## src/rtl/encoder_arbiter.sv

```systemverilog
// -----------------------------------------------------------------------------
// encoder_arbiter
//
// Shares one decimal-to-binary encoder between NUM_REQ requesters. Each
// requester offers a 10-bit one-hot decimal digit and raises a request. The
// block picks one requester round-robin, grants it for one cycle, latches the
// offered code, encodes it to 4-bit binary and returns the result tagged with
// the requester id. Codes that are not exactly one-hot are flagged as errors.
//
// One transaction runs IDLE -> LOAD -> ENC -> RESP -> IDLE, so continuous
// requests are served once every 4 cycles.
//
// Ports:
//   clk       in   system clock, rising edge
//   rst       in   asynchronous active-high reset
//   req       in   [NUM_REQ]     per-requester request level
//   dec_in    in   [NUM_REQ*10]  one-hot codes, requester i at [i*10 +: 10]
//   gnt       out  [NUM_REQ]     one-hot grant, one cycle per transaction
//   busy      out                high whenever the FSM is not idle
//   out_valid out                one-cycle result strobe
//   out_id    out  [ID_W]        requester owning the result
//   out_bin   out  [4]           encoded binary digit
//   out_err   out                code was not exactly one-hot
//
// ID_W must equal clog2(NUM_REQ); NUM_REQ is supported from 2 to 8.
// -----------------------------------------------------------------------------
module encoder_arbiter #(
  parameter int NUM_REQ = 4,
  parameter int ID_W    = 2
) (
  input  logic                    clk,
  input  logic                    rst,
  input  logic [NUM_REQ-1:0]      req,
  input  logic [NUM_REQ*10-1:0]   dec_in,
  output logic [NUM_REQ-1:0]      gnt,
  output logic                    busy,
  output logic                    out_valid,
  output logic [ID_W-1:0]         out_id,
  output logic [3:0]              out_bin,
  output logic                    out_err
);

  typedef enum logic [1:0] {
    S_IDLE = 2'd0,
    S_LOAD = 2'd1,
    S_ENC  = 2'd2,
    S_RESP = 2'd3
  } state_t;

  state_t          state_q, state_d;
  logic [ID_W-1:0] ptr_q, ptr_d;
  logic [ID_W-1:0] sel_id_q, sel_id_d;
  logic [9:0]      hold_q, hold_d;
  logic [ID_W-1:0] out_id_q, out_id_d;
  logic [3:0]      out_bin_q, out_bin_d;
  logic            out_err_q, out_err_d;

  // Round-robin pick: first set request at or above ptr, wrapping.
  // Scanning offsets from highest to lowest lets the smallest offset win.
  logic [ID_W-1:0] rr_pick;
  logic            rr_any;

  always_comb begin
    int idx;
    idx     = 0;
    rr_pick = '0;
    rr_any  = 1'b0;
    for (int off = NUM_REQ - 1; off >= 0; off--) begin
      idx = int'(ptr_q) + off;
      if (idx >= NUM_REQ) begin
        idx = idx - NUM_REQ;
      end
      if (req[idx]) begin
        rr_pick = ID_W'(idx);
        rr_any  = 1'b1;
      end
    end
  end

  // Decimal encoder on the held code: count set bits and remember the
  // position of the last one; only a count of exactly one is a valid digit.
  logic [3:0] enc_cnt;
  logic [3:0] enc_idx;
  logic       enc_onehot;

  always_comb begin
    enc_cnt = 4'd0;
    enc_idx = 4'd0;
    for (int k = 0; k < 10; k++) begin
      if (hold_q[k]) begin
        enc_cnt = enc_cnt + 4'd1;
        enc_idx = 4'(k);
      end
    end
    enc_onehot = (enc_cnt == 4'd1);
  end

  // Next-state logic
  always_comb begin
    state_d   = state_q;
    ptr_d     = ptr_q;
    sel_id_d  = sel_id_q;
    hold_d    = hold_q;
    out_id_d  = out_id_q;
    out_bin_d = out_bin_q;
    out_err_d = out_err_q;
    case (state_q)
      S_IDLE: begin
        if (rr_any) begin
          sel_id_d = rr_pick;
          state_d  = S_LOAD;
        end
      end
      S_LOAD: begin
        hold_d  = dec_in[int'(sel_id_q)*10 +: 10];
        state_d = S_ENC;
      end
      S_ENC: begin
        out_bin_d = enc_onehot ? enc_idx : 4'd0;
        out_err_d = ~enc_onehot;
        out_id_d  = sel_id_q;
        state_d   = S_RESP;
      end
      S_RESP: begin
        // The requester just served drops to lowest priority.
        ptr_d   = (sel_id_q == ID_W'(NUM_REQ - 1)) ? '0 : sel_id_q + ID_W'(1);
        state_d = S_IDLE;
      end
      default: begin
        state_d = S_IDLE;
      end
    endcase
  end

  always_ff @(posedge clk or posedge rst) begin
    if (rst) begin
      state_q   <= S_IDLE;
      ptr_q     <= '0;
      sel_id_q  <= '0;
      hold_q    <= '0;
      out_id_q  <= '0;
      out_bin_q <= '0;
      out_err_q <= 1'b0;
    end else begin
      state_q   <= state_d;
      ptr_q     <= ptr_d;
      sel_id_q  <= sel_id_d;
      hold_q    <= hold_d;
      out_id_q  <= out_id_d;
      out_bin_q <= out_bin_d;
      out_err_q <= out_err_d;
    end
  end

  // Grant is decoded straight from state so an async reset drops it at once.
  for (genvar gi = 0; gi < NUM_REQ; gi++) begin : g_gnt
    assign gnt[gi] = (state_q == S_LOAD) && (sel_id_q == ID_W'(gi));
  end

  assign busy      = (state_q != S_IDLE);
  assign out_valid = (state_q == S_RESP);
  assign out_id    = out_id_q;
  assign out_bin   = out_bin_q;
  assign out_err   = out_err_q;

endmodule

```

## config.mk

```make
export PLATFORM = sky130hd
export DESIGN_NAME = encoder_arbiter
export DESIGN_NICKNAME = d
export VERILOG_FILES = /design/src/rtl/encoder_arbiter.sv
export SDC_FILE = /design/constraint.sdc
export NUM_CORES = 1
export LEC_CHECK = 0
export BUFFER_PORTS_ARGS = -buffer_cell sky130_fd_sc_hd__buf_2
export CORE_ASPECT_RATIO = 0.8
export CORE_MARGIN = 2
export CORE_UTILIZATION = 48
export DETAILED_ROUTE_END_ITERATION = 6
export GPL_ROUTABILITY_DRIVEN = 0
export PLACE_DENSITY = 0.79
export SYNTH_ARGS = -nofsm -noshare
export SYNTH_HDL_FRONTEND = slang
export SYNTH_SLANG_ARGS = --single-unit
```

## constraint.sdc

```tcl
create_clock -name clk -period 5 [get_ports clk]
set_input_delay 1 -clock clk [delete_from_list [all_inputs] [get_ports clk]]
set_output_delay 1 -clock clk [all_outputs]
set_load 0.05 [all_outputs]
```

# Yosys cells after proc, flatten, opt, wreduce, memory -nomap -nowiden
# Cells that the tools add are included.
# Widths: inputs -> output; s select.
[totals]
regBits = 23
latchBits = 0
ramBits = 0
mem_bits_ro = 0
in_bits = 46
word_cells = 98
memories = 0
[op_classes]
addsub = 17
n_mul = 1
div = 0
n_lt_le_gt_ge = 8
eq_ne = 8
n_shift = 1
n_mux = 47
bitwise = 1
reduce_logical = 8
[ops]
columns = ["op", "count"]
rows = [
  ["$lt 32x4->1 const B", 4],
  ["$mux 32", 4],
  ["$mux 4", 18],
  ["$shiftx 40x7->10", 1],
  ["$add 4x1->4 const B", 9],
  ["$mux 1", 14],
  ["$mux 2", 6],
  ["$sub 3x3->4 const B", 3],
  ["$ge 3x3->1 const B", 3],
  ["$bmux 1 s2", 4],
  ["$eq 2x2->1 const B", 4],
  ["$pmux 2 s4", 1],
  ["$add 2x2->3 const B", 2],
  ["$mul 2x3->5 const B", 1],
  ["$eq 2x1->1 const B", 2],
  ["$eq 4x1->1 const B", 1],
  ["$logic_and 1x1->1", 4],
  ["$logic_not 2->1", 2],
  ["$sub 2x3->4 const B", 1],
  ["$add 2x1->3 const B", 1],
  ["$ge 2x3->1 const B", 1],
  ["$add 2x1->2 const B", 1],
  ["$ne 2x2->1 const B", 1],
  ["$reduce_and 2->1", 1],
  ["other kinds (2)", 2],
]

# Logic depth before layout (Yosys ltp)
[depth]
ltp_word = 21
depth_mapped = 29
mapped_depth_nobuf = 29

# Least setup slack after synthesis
# No wires, ideal clock.
[synth_timing]
kind = "register to register"
startpoint = "reg hold_q[1]"
endpoint = "reg out_bin_q[3], in the netlist out_bin[3]"
setup_time_ns = 0.101
arrival_time_ns = 4.936
t_required_ns = 4.899
slack_ns = -0.037
path_stages_with_launch = 29
n_path_buf = 0
cell_sequence = "dfrtp_1 inv_1 ha_1 xor2_1 ha_1 nor2b_1 a31oi_1 ha_1 a21o_1 ha_1 nor2b_1 nor2_1 ha_1 nand2_1 o21ai_0 o21ai_0 inv_1 ha_1 nand2_1 nand2_1 ha_1 nand2_1 nand2_1 ha_1 nand2_1 mux2_2 o32ai_1 o21ai_0 o32ai_1"
[synth_between]
elab_chain_len = 19
[synth_rtl]
columns = ["element", "line", "source"]
rows = [
  ["from (decl)", "53", "logic [9:0] hold_q, hold_d;"],
  ["from (signal assigned)", "148", "hold_q <= hold_d;"],
  ["$mux 4 (*)", "90", "if (hold_q[k]) begin"],
  ["$add 4x1->4", "91", "enc_cnt = enc_cnt + 4'd1;"],
  ["$mux 4 (*)", "90", ""],
  ["$add 4x1->4", "91", ""],
  ["$mux 4 (*)", "90", ""],
  ["$add 4x1->4", "91", ""],
  ["$mux 4 (*)", "90", ""],
  ["$add 4x1->4", "91", ""],
  ["[3 not listed]", "n/a", ""],
  ["$add 4x1->4", "91", ""],
  ["$mux 4 (*)", "90", ""],
  ["$add 4x1->4", "91", ""],
  ["$mux 4 (*)", "90", ""],
  ["$add 4x1->4", "91", ""],
  ["$mux 4 (*)", "90", ""],
  ["$eq 4x1->1 (*)", "95", "enc_onehot = (enc_cnt == 4'd1);"],
  ["$mux 4 (*)", "119", "out_bin_d = enc_onehot ? enc_idx : 4'd0;"],
  ["to (signal assigned)", "150", "out_bin_q <= out_bin_d;"],
  ["to (decl)", "55", "logic [3:0] out_bin_q, out_bin_d;"],
]
# Every way passes the cells marked *; elsewhere a longest branch is shown, timed or not.
# A chain may end at the register's enable or synchronous reset.

# Final worst setup path
[layout_timing]
startpoint = "reg hold_q[0]"
endpoint = "reg out_bin_q[3], in the netlist out_bin[3]"
[layout_between]
elab_chain_len = 21
[layout_rtl]
columns = ["element", "line"]
rows = [
  ["$mux 1 (*)", "90"],
  ["$add 4x1->4", "91"],
  ["$mux 4 (*)", "90"],
  ["$add 4x1->4", "91"],
  ["$mux 4 (*)", "90"],
  ["$add 4x1->4", "91"],
  ["$mux 4 (*)", "90"],
  ["$add 4x1->4", "91"],
  ["[5 not listed]", "n/a"],
  ["$add 4x1->4", "91"],
  ["$mux 4 (*)", "90"],
  ["$add 4x1->4", "91"],
  ["$mux 4 (*)", "90"],
  ["$add 4x1->4", "91"],
  ["$mux 4 (*)", "90"],
  ["$eq 4x1->1 (*)", "95"],
  ["$mux 4 (*)", "119"],
]
# Marked as above.

==> results_dict.tcl <==
set metrics [dict create \
    r2r_start "hold_q[0]" \
    vias 1941 \
    reg2reg_to "out_bin[3]" \
    wl_per_cell_um 14.85 \
    numCtsBuffers 3 \
    synth_seq_cells 23 \
    ant_nets 0 \
    slew_viol_final 0 \
    final_util 0.6383 \
    grt_max_degree 24 \
    fin_ws_ns -0.002140 \
    hold_start "out_id[1]" \
    antenna_found_initial 0 \
    failed_checks "negative setup slack" \
    diodes 0 \
    die_x_um 79.84 \
    layout_min_cycle_time_ns 5.002 \
    start_kind "flip-flop" \
    slowest_stage "dfrtp_1" \
    instances_no_fill 356 \
    synth_top_area_frac 0.2606 \
    hold_viol_final 0 \
    dieArea_um2 5163 \
    drv_cap 0 \
    root_buffer "clkbuf_8" \
    die_h_um 64.67 \
    via_per_inst 5.452 \
    synth_area_per_cell_um2 9.686 \
    ys_seq_area_frac 0.2606 \
    core_um2 4514 \
    portBuffers 58 \
    synth_cells 228 \
    clkSinkCount 23 \
    grt_first_pass_wirelength_um 8107 \
    synth.cell_area_um2 2208 \
    grt_pass1_vias 1775 \
    worst_slew_pin_slew_ns 0.8565 \
    drtIter0Drc 91 \
    cpLargestDelayFamily "adder cells" \
    grt_util_all_layers 0.2002 \
    yosys.area.top_type "dfrtp_1" \
    drt_first_pass_iters 4 \
    ioPinCount 59 \
    min_path_type "flip-flop to flip-flop" \
    final_nets 361 \
    clk_latency_ns 0.26 \
    min_period_over_period 1.000 \
    cp_num_buf_inv 2 \
    yosys_warnings 0 \
    start_util 0.4892 \
    cts_hold_buf 0 \
    synth_edf_count 0 \
    path_max_fanout 3 \
    wl_um 5287 \
    status "complete, but fails checks" \
    drive_gt1_frac 0.4527 \
    synth_area_leaders "dfrtp_1, ha_1, mux4_2, nand2_1, mux2_2" \
    htreeDepth 1 \
    cts.reportedPaths.clkPinSlew_ns 0.08 \
    setup_violations 1 \
    gr-total-overflow 0 \
    end_kind "flip-flop" \
    cp.arrival_ns 5.17 \
    cts_max_path_buffers 2 \
    drc 0 \
    min_to "out_id[1]" \
    row_count 22 \
    synth.distinct_cells 50 \
    hold-path-cell-count 1 \
    rsz0062_at_grt "true" \
    tns_ns -0.002140 \
    fin_hold_ws_ns 0.5108 \
    syn_to_final_growth_pct 30.48 \
    r2r_slack_ns -0.002 \
    worst_clock_skew_ns 0.002008 \
    dpl.hpwl_um 3762 \
    max_stage_delay_ns 0.40 \
    worst-r2r-cell-count 28 \
    synth_ff_type "dfrtp_1" \
    fmax_mhz 199.9 \
    syn_nets 292 \
    crit_required_ns 5.17 \
    synthArstFlopShare 1.000 \
    dpl.cell_count 342 \
    slew_headroom 0.4284 \
    path_class "flip-flop to flip-flop" \
    cts_tree "yes" \
]
[cells by family after synthesis]
logic type               count (synthesis)  synth area share
buffers and inverters                   34           0.06232
AND/OR/NAND/NOR                         64            0.1337
XOR/XNOR                                19            0.1218
adder cells (fa/ha/maj)                 18            0.1020
multiplexers                            19            0.1547
AO/OA/AOI/OAI                           51            0.1649
flip-flops                              23            0.2606
[flip-flops by register name, indices dropped and copies added (netlist names)]
signal and cells:
hold_q 10, out_bin 4, out_err 1, out_id 2
ptr_q 2, sel_id_q 2, state_q 2
[stage by stage]
| step | setup WS, ns | cell area, um2 |
|---|---|---|
| final | -0.002140 | 2882 |
| after global routing | -0.2324 | 2882 |
| after CTS | 0.0004645 | 2729 |
| after detailed placement | -0.1836 | 2579 |
| after global placement | 0.006770 | 2579 |
| after floorplan | 0.001959 | 2211 |
[layout make-up]
type	count	area [um2]
fillers	357	1633
repair buffers	74	410.4
multi-input cells	171	1680
inverters	24	95.09
flip-flops and latches	23	575.6
well taps	60	75.07
clock buffers	4	45.04
[how the worst max path moves through the flow]
stage              start         end  slack [ns]  depth (start not counted)
2_1_floorplan  hold_q[1]  out_bin[3]       0.002                         28
3_3_place_gp   hold_q[1]  out_bin[2]       0.007                         28
3_5_place_dp   hold_q[1]  out_bin[3]       -0.18                         28
4_1_cts        hold_q[1]  out_bin[3]      0.0005                         28
5_1_grt        hold_q[0]  out_bin[3]       -0.23                         28
6_report       hold_q[0]  out_bin[3]      -0.002                         28
[timing repair]
action                     in CTS  in global routing
gates resized for setup        15                 24
buffers inserted                5                  5
pin swaps                       6                 14
gates cloned                    0                  0
setup endpoints to repair       5                  5
[Yosys cell counts (6+ instances only)]
cell type / instances
mux4_2: 10
nor2_1: 9
o21ai_0: 17
inv_1: 23
xnor2_1: 8
clkbuf_1: 7
a21oi_1: 7
nand2_1: 32
and2_1: 6
ha_1: 18
mux2_2: 8
dfrtp_1: 23
[metal layers]
layer  vias up  routed length [um]  global-route usage  share of wire
li1        950                   -                   -              -
met1       927                2402              0.2892           0.45
met2        53                2574              0.3246           0.49
met3        11                 192             0.01671          0.036
met4         0                 117             0.05720          0.022
met5         -                   0                   0              0
[layout by cell type (no fill, tap or decap), types with 4 or more instances in the layout]
cell type	netlist	routed
a21oi_1	7	6
ha_4	0	5
buf_4	1	16
ha_1	18	12
and2_1	6	6
nand2_1	32	25
nand2_2	0	7
nor2_1	9	8
xnor2_1	8	7
o211ai_1	4	4
o21ai_0	17	14
inv_1	23	20
buf_2	1	58
mux4_2	10	10
dfrtp_1	23	23
mux2_2	8	7
Power is not shown: default switching activity piles up to over one toggle a cycle in this logic, so the estimate is an artifact.
